==> src/rtl/comp_pkg.sv <==
// Shared definitions for the serial comparator controller and its 1-bit cell.
package comp_pkg;

  localparam int DEF_WIDTH = 8;

  typedef enum logic [1:0] {
    ST_IDLE = 2'd0,
    ST_SCAN = 2'd1,
    ST_DONE = 2'd2
  } state_t;

  // Bit positions of the less/equal/greater flags inside the result vector.
  localparam int RES_G = 0;
  localparam int RES_E = 1;
  localparam int RES_L = 2;

  typedef logic [2:0] res_t;

endpackage

==> src/rtl/cmp_cell_1b.sv <==
// Single-bit magnitude compare cell; purely combinational.
module cmp_cell_1b (
  input  logic x,
  input  logic y,
  output logic lt,
  output logic eq,
  output logic gt
);

  assign lt = ~x &  y;
  assign gt =  x & ~y;
  assign eq = ~(x ^ y);

endmodule

==> src/rtl/serial_comp_ctrl.sv <==
// Serial MSB-first unsigned comparator: steps one shared 1-bit cell across the
// captured operands and stops at the first differing bit.
module serial_comp_ctrl
  import comp_pkg::*;
#(
  parameter int WIDTH = DEF_WIDTH,
  parameter int IDX_W = $clog2(WIDTH)
) (
  input  logic             clk,
  input  logic             rst_n,
  input  logic             start,
  input  logic [WIDTH-1:0] a,
  input  logic [WIDTH-1:0] b,
  output logic             busy,
  output logic             done,
  output logic             l,
  output logic             e,
  output logic             g,
  output logic [IDX_W-1:0] bit_idx
);

  localparam logic [IDX_W-1:0] IDX_MSB = IDX_W'(WIDTH - 1);

  state_t           state;
  state_t           next_state;
  logic [WIDTH-1:0] ra;
  logic [WIDTH-1:0] rb;
  res_t             res;
  logic             accept;
  logic             scanning;
  logic             bit_a;
  logic             bit_b;
  logic             cell_lt;
  logic             cell_eq;
  logic             cell_gt;
  logic             last_bit;

  assign bit_a    = ra[bit_idx];
  assign bit_b    = rb[bit_idx];
  assign last_bit = (bit_idx == '0);

  cmp_cell_1b u_cell (
    .x  (bit_a),
    .y  (bit_b),
    .lt (cell_lt),
    .eq (cell_eq),
    .gt (cell_gt)
  );

  always_ff @(posedge clk or negedge rst_n) begin
    if (!rst_n) state <= ST_IDLE;
    else        state <= next_state;
  end

  // The unused encoding 2'd3 falls into the default arm and returns to IDLE.
  always_comb begin
    next_state = state;
    case (state)
      ST_IDLE: if (start) next_state = ST_SCAN;
      ST_SCAN: if (!cell_eq || last_bit) next_state = ST_DONE;
      ST_DONE: next_state = ST_IDLE;
      default: next_state = ST_IDLE;
    endcase
  end

  always_comb begin
    busy     = 1'b0;
    done     = 1'b0;
    accept   = 1'b0;
    scanning = 1'b0;
    case (state)
      ST_IDLE: accept = start;
      ST_SCAN: begin
        busy     = 1'b1;
        scanning = 1'b1;
      end
      ST_DONE: done = 1'b1;
      default: ;
    endcase
  end

  always_ff @(posedge clk or negedge rst_n) begin
    if (!rst_n) begin
      ra      <= '0;
      rb      <= '0;
      bit_idx <= IDX_MSB;
      res     <= '0;
    end else if (accept) begin
      ra      <= a;
      rb      <= b;
      bit_idx <= IDX_MSB;
      res     <= '0;
    end else if (scanning) begin
      if (!cell_eq) begin
        res[RES_L] <= cell_lt;
        res[RES_E] <= 1'b0;
        res[RES_G] <= cell_gt;
      end else if (last_bit) begin
        res[RES_E] <= 1'b1;
      end else begin
        bit_idx <= bit_idx - IDX_W'(1);
      end
    end
  end

  assign l = res[RES_L];
  assign e = res[RES_E];
  assign g = res[RES_G];

endmodule

==> config.mk <==
export PLATFORM = sky130hd
export DESIGN_NAME = serial_comp_ctrl
export DESIGN_NICKNAME = d
export VERILOG_FILES = /design/src/rtl/comp_pkg.sv /design/src/rtl/cmp_cell_1b.sv /design/src/rtl/serial_comp_ctrl.sv
export SDC_FILE = /design/constraint.sdc
export NUM_CORES = 1
export LEC_CHECK = 0
export BUFFER_PORTS_ARGS = -buffer_cell sky130_fd_sc_hd__buf_2
export CAP_MARGIN = 30
export CELL_PAD_IN_SITES_DETAIL_PLACEMENT = 1
export CELL_PAD_IN_SITES_GLOBAL_PLACEMENT = 1
export CORE_MARGIN = 1.5
export CORE_UTILIZATION = 38
export DETAILED_ROUTE_END_ITERATION = 6
export GPL_TIMING_DRIVEN = 1
export PLACE_DENSITY = 0.75
export SLEW_MARGIN = 20
export SYNTH_ARGS = -nofsm -noshare
export SYNTH_HDL_FRONTEND = slang
export SYNTH_SLANG_ARGS = --single-unit
export TNS_END_PERCENT = 20
==> constraint.sdc <==
create_clock -name clk -period 2 [get_ports clk]
set_clock_uncertainty 0.05 [all_clocks]
set_input_delay 0.1 -clock clk [delete_from_list [all_inputs] [get_ports clk]]
set_output_delay 0.1 -clock clk [all_outputs]
set_load 0.02 [all_outputs]
# Yosys cells after proc, flatten, opt, wreduce, memory -nomap -nowiden
# Index checks and enable logic that the tools add are counted.
[classes]
n_addsub = 1
n_lt_le_gt_ge = 1
eq_ne = 6
mux = 20
bitwise_logic = 5
reduce_logical = 10
[op_table]
columns = ["cell", "count"]
rows = [
  ["$mux 3", 6],
  ["$mux 1", 9],
  ["$ne 2x2->1 const B", 4],
  ["$bmux 1 s3", 2],
  ["$reduce_and 2->1", 3],
  ["$lt 3x4->1 const B", 1],
  ["$mux 2", 2],
  ["$pmux 2 s2", 1],
  ["$reduce_bool 2->1", 2],
  ["$logic_not 3->1", 1],
  ["$reduce_and 3->1", 1],
  ["$reduce_bool 3->1", 1],
  ["$sub 3x1->3 const B", 1],
  ["$and 1x1->1", 2],
  ["$eq 2x1->1 const B", 1],
  ["$eq 2x2->1 const B", 1],
  ["$logic_not 2->1", 1],
  ["$not 1->1", 2],
  ["$logic_or 1x1->1", 1],
  ["$xor 1x1->1", 1],
]
[word_totals]
reg_bits = 24
inputBits = 19

# Longest topological paths before layout
[logic_depth]
depth_word = 7
mapped_depth = 8

# Cells and area by module
# A second synthesis with hierarchy kept.
[unflattened]
cells_unflattened = 87
hier_area_um2 = 1207.4
[modules_own_cells]
columns = ["module", "instances", "cells_per_inst", "area_each_um2", "seq_area_each_um2"]
rows = [
  ["serial_comp_ctrl", 1, 83, 1174.9, 604.3],
  ["cmp_cell_1b", 1, 4, 32.5, 0.0],
]

# Least setup slack after synthesis
# OpenSTA, ideal clock, no wires.
[synth_path]
path_kind = "reg2reg"
startpoint = "register bit_idx[0]"
endpoint = "register res[0]"
setup_ns = 0.121
t_arrival_ns = 2.187
required_ns = 1.829
slack_ns = -0.358
path_stages_with_launch = 9
period_less_slack_ns = 2.358
cell_sequence = "dfstp_2 > buf_6 > mux4_1 > nand2_1 > nand2_1 > ha_1 > nor2_1 > a22o_1 > a22o_1"
[synth_between]
elab_chain_cells = 7
word_cells_on_any_way = 12
classes_between = "mux: 7; bitwise: 3; reduce/logical: 2"
[synth_rtl]
columns = ["element", "line", "text"]
rows = [
  ["start, declared", "serial_comp_ctrl.sv:19", "output logic [IDX_W-1:0] bit_idx"],
  ["start signal, assigned", "serial_comp_ctrl.sv:101", "bit_idx <= bit_idx - IDX_W'(1);"],
  ["$bmux 1 s3", "serial_comp_ctrl.sv:39", "assign bit_b = rb[bit_idx];"],
  ["$mux 1 (not written as such)", "serial_comp_ctrl.sv:39", ""],
  ["$not 1->1", "cmp_cell_1b.sv:11", "assign gt = x & ~y;"],
  ["$and 1x1->1", "cmp_cell_1b.sv:11", ""],
  ["$mux 1", "serial_comp_ctrl.sv:94", "if (!cell_eq) begin"],
  ["$mux 3", "serial_comp_ctrl.sv:93", "end else if (scanning) begin"],
  ["$mux 3", "serial_comp_ctrl.sv:88", "end else if (accept) begin"],
  ["end signal, assigned by index", "serial_comp_ctrl.sv:95", "res[RES_L] <= cell_lt;"],
  ["end signal, assigned by index", "serial_comp_ctrl.sv:97", "res[RES_G] <= cell_gt;"],
  ["end, declared", "serial_comp_ctrl.sv:28", "res_t res;"],
]
# Several ways; a longest one is shown, not always the timed one. The select of a mux whose other input is x is not followed.
# A chain may end at the register's enable or synchronous reset.

# Worst setup path in the final report
# Same ends and word-level chain as after synthesis.

==> impl_metrics.env <==
export IMPL_ffs_latches_synth=24
export IMPL_core_region_area_um2=2850
export IMPL_clock_pin_slew_worst_setup_and_hold_paths_ps=140
export IMPL_cts_htree_levels=1
export IMPL_max_cap_violations=0
export IMPL_data_required_time_at_the_worst_endpoint_ps=2170
export IMPL_switching_share_pct=35.2
export IMPL_synth_distinct_cells=23
export IMPL_drive_gt1_share_pct=38.6
export IMPL_synth_top_cells_by_area="sky130_fd_sc_hd__dfrtp_1 (45%), sky130_fd_sc_hd__mux2_1 (15%), sky130_fd_sc_hd__mux4_1 (9.0%)"
export IMPL_route_vias_total=849
export IMPL_grt_antenna_before_repair=0
export IMPL_power_combinational_fraction_pct=48.5
export IMPL_syn_nets=107
export IMPL_cts_tree="done"
export IMPL_io_pins=27
export IMPL_die_area_um2=3430
export IMPL_floorplan_initialDensity_pct=41.1
export IMPL_ir_worst_vdd_v=0.000660
export IMPL_clk_latency_ps=310
export IMPL_power_density_nw_per_um2=1500
export IMPL_final_max_slew_viol_count=0
export IMPL_n_antenna_cell=0
export IMPL_routedWlPerCell_um=16.0
export IMPL_worstSetupEndpointType="flop"
export IMPL_gr_ovfl_total=0
export IMPL_place_detailed_instances=140
export IMPL_outcome="complete, but fails checks"
export IMPL_total_power_mw=2.39
export IMPL_period_share_pct=111
export IMPL_failed_checks="setup timing"
export IMPL_drtPass1Iterations=2
export IMPL_final_net_count=156
export IMPL_static_leakage_power_nw=0.756
export IMPL_holdCritStartpoint="start"
export IMPL_ys_seq_area_share_pct=51.5
export IMPL_final_critical_path_setup_slack_ps=-215
export IMPL_via_per_inst=5.21
export IMPL_tritoncts_num_buffers=3
export IMPL_drt_first_iter_violations=24
export IMPL_post_route_ant_nets=0
export IMPL_type_of_the_tightest_min_delay_check="in -> reg"
export IMPL_maxClockFrequency_mhz=451
export IMPL_rrSetupSlack_ps=-220
export IMPL_die_w_um=58.5
export IMPL_wirelength_um=2610
export IMPL_layout_commonest_cell="sky130_fd_sc_hd__buf_2"
export IMPL_grt_pass1_vias=965
export IMPL_p_int_mw=1.55
export IMPL_worst_slew_pin_slew_ps=531
export IMPL_detailedPlace_worstSlack_ps=-200
export IMPL_num_rows=19
export IMPL_postLayoutCellArea_um2=1590
export IMPL_crit_fanout=5
export IMPL_power_switching_uw=840
export IMPL_timing_slew_headroom_pct=64.6
export IMPL_grt_start_max_net_pins=25
export IMPL_finalHoldWorstSlack_ps=136
export IMPL_dieHeight_um=58.5
export IMPL_area_delta_synth_final_pct=35.5
export IMPL_setup_violations_final=8
export IMPL_synth_cells=84
export IMPL_syn_avg_cell_area_um2=14.0
export IMPL_regToRegStartpoint="bit_idx[0]"
export IMPL_cell_depth_of_the_worst_hold_path=3
export IMPL_gpl_final_weighted_congestion=0.788
export IMPL_mostFrequentLayoutCells="sky130_fd_sc_hd__buf_2 (26), sky130_fd_sc_hd__dfrtp_1 (21), sky130_fd_sc_hd__dlygate4sd3_1 (17), sky130_fd_sc_hd__mux2_1 (16)"
export IMPL_clock_tree_root_buffer_cell="sky130_fd_sc_hd__clkbuf_4"
export IMPL_reg2reg_depth=7
export IMPL_route_detailed_drc=0
export IMPL_finalWorstPathRequiredPeriod_ps=2220
export IMPL_cp_arrival_ps=2390
export IMPL_cts_buffer_depth=2
export IMPL_finalHoldViolCount=0
export IMPL_grt_total_usage_pct=18.0
export IMPL_critPathLaunchType="flop"
export IMPL_io_buffers=26
export IMPL_yosysWarnings=0
export IMPL_rsz0062_at_grt="yes"
export IMPL_synth_top_area_cell="sky130_fd_sc_hd__dfrtp_1"
export IMPL_first_pass_grt_wire_length_um=4480
export IMPL_timing_rr_end="res[0]"
export IMPL_worstHoldEndpoint="res[0]"
export IMPL_clock_sink_count=24
export IMPL_p_clk_share_pct=14.6
export IMPL_power_share_sequential_pct=36.9
export IMPL_post_dp_cell_area_um2=1350
export IMPL_finish_cell_count_without_fillers=163
export IMPL_crit_type="reg -> reg"
export IMPL_yosysTopAreaCellShare_pct=44.8
export IMPL_syn_area_um2=1170
## what timing repair did
item                                    in CTS  in global routing
endpoints found under the setup margin       7                  8
setup buffers                                0                  2
hold endpoints to repair                    37                  0
pin swaps                                    0                  1
gates resized for setup                      1                  1
hold buffers                                17                  0
## cells by family (layout without fill, tap and decap cells)
family	after synthesis	count (layout)	synth area share, %
flip-flops	24	24	51.5
multiplexers	23	23	26.9
AND/OR/NAND/NOR	20	20	9.07
AO/OA/AOI/OAI	8	8	5.76
buffers and inverters	5	53	2.45
adder cells (fa/ha/maj)	4	4	4.27
## how the worst max path moves through the flow
stage / start / endpoint / slack, ps / cells past startpoint
after floorplan: bit_idx[0] / res[0] / -220 / 8
after global placement: bit_idx[0] / res[0] / -150 / 7
after detailed placement: bit_idx[0] / res[0] / -200 / 7
after CTS: bit_idx[0] / res[0] / -220 / 7
after global routing: bit_idx[0] / res[0] / -300 / 7
final: bit_idx[0] / res[0] / -220 / 7
## metrics by stage
| stage | TNS (ps) | utilization [%] |
|---|---|---|
| floorplan | -590 | - |
| global placement | -420 | 47.1 |
| detailed placement | -670 | 47.1 |
| CTS | -996 | 55.0 |
| global route | -1820 | 55.7 |
| finish | -1130 | 55.7 |
## flip-flops by register name, summed over array words and instances, names as in the netlist
register and count:
rb 8, state 2, res 3, ra 8
bit_idx 3
## layer usage
layer	track usage [%]	vias to the layer above	wire (um)
met5	0	-	0
met4	6.64	0	40
li1	-	396	-
met1	20.1	424	1030
met3	2.86	7	76
met2	34.0	22	1470
## critical path, cell delays in order, from the launching register on
cell,delay [ps]
sky130_fd_sc_hd__dfstp_2,650
sky130_fd_sc_hd__mux4_2,550
sky130_fd_sc_hd__nand2_2,90
sky130_fd_sc_hd__nand2_2,70
sky130_fd_sc_hd__ha_4,290
sky130_fd_sc_hd__nor2_2,40
sky130_fd_sc_hd__a22o_1,180
sky130_fd_sc_hd__a22o_1,200
## power by group through the flow
stage                     logic, mW  registers, mW  clock network [mW]
after floorplan               0.828          0.843                   0
after global placement        0.987          0.881                   0
after detailed placement       1.05          0.886                   0
after CTS                      1.09          0.872               0.362
after global routing           1.27          0.910               0.383
final                          1.16          0.881               0.348
## Yosys cell counts, drive strengths merged
| library cell | count |
|---|---|
| a21boi | 1 |
| a22o | 4 |
| a32o | 1 |
| and2 | 2 |
| and2b | 1 |
| buf | 3 |
| dfrtp | 21 |
| dfstp | 3 |
| ha | 4 |
| inv | 2 |
| mux2 | 16 |
| mux2i | 3 |
| mux4 | 4 |
| nand2 | 6 |
| nand2b | 2 |
| nand3 | 1 |
| nand4 | 1 |
| nor2 | 4 |
| nor2b | 2 |
| nor3b | 1 |
| o21bai | 2 |
## layout make-up
type,count,area [um^2]
Fill cell,297,1260
Sequential cell,24,604
Multi-Input combinational cell,55,556
Timing Repair Buffer,47,330
Tap cell,31,38.8
Clock inverter,1,30.0
Clock buffer,3,22.5
Inverter,2,7.51
No activity file was read; power rests on OpenSTA's default activity.
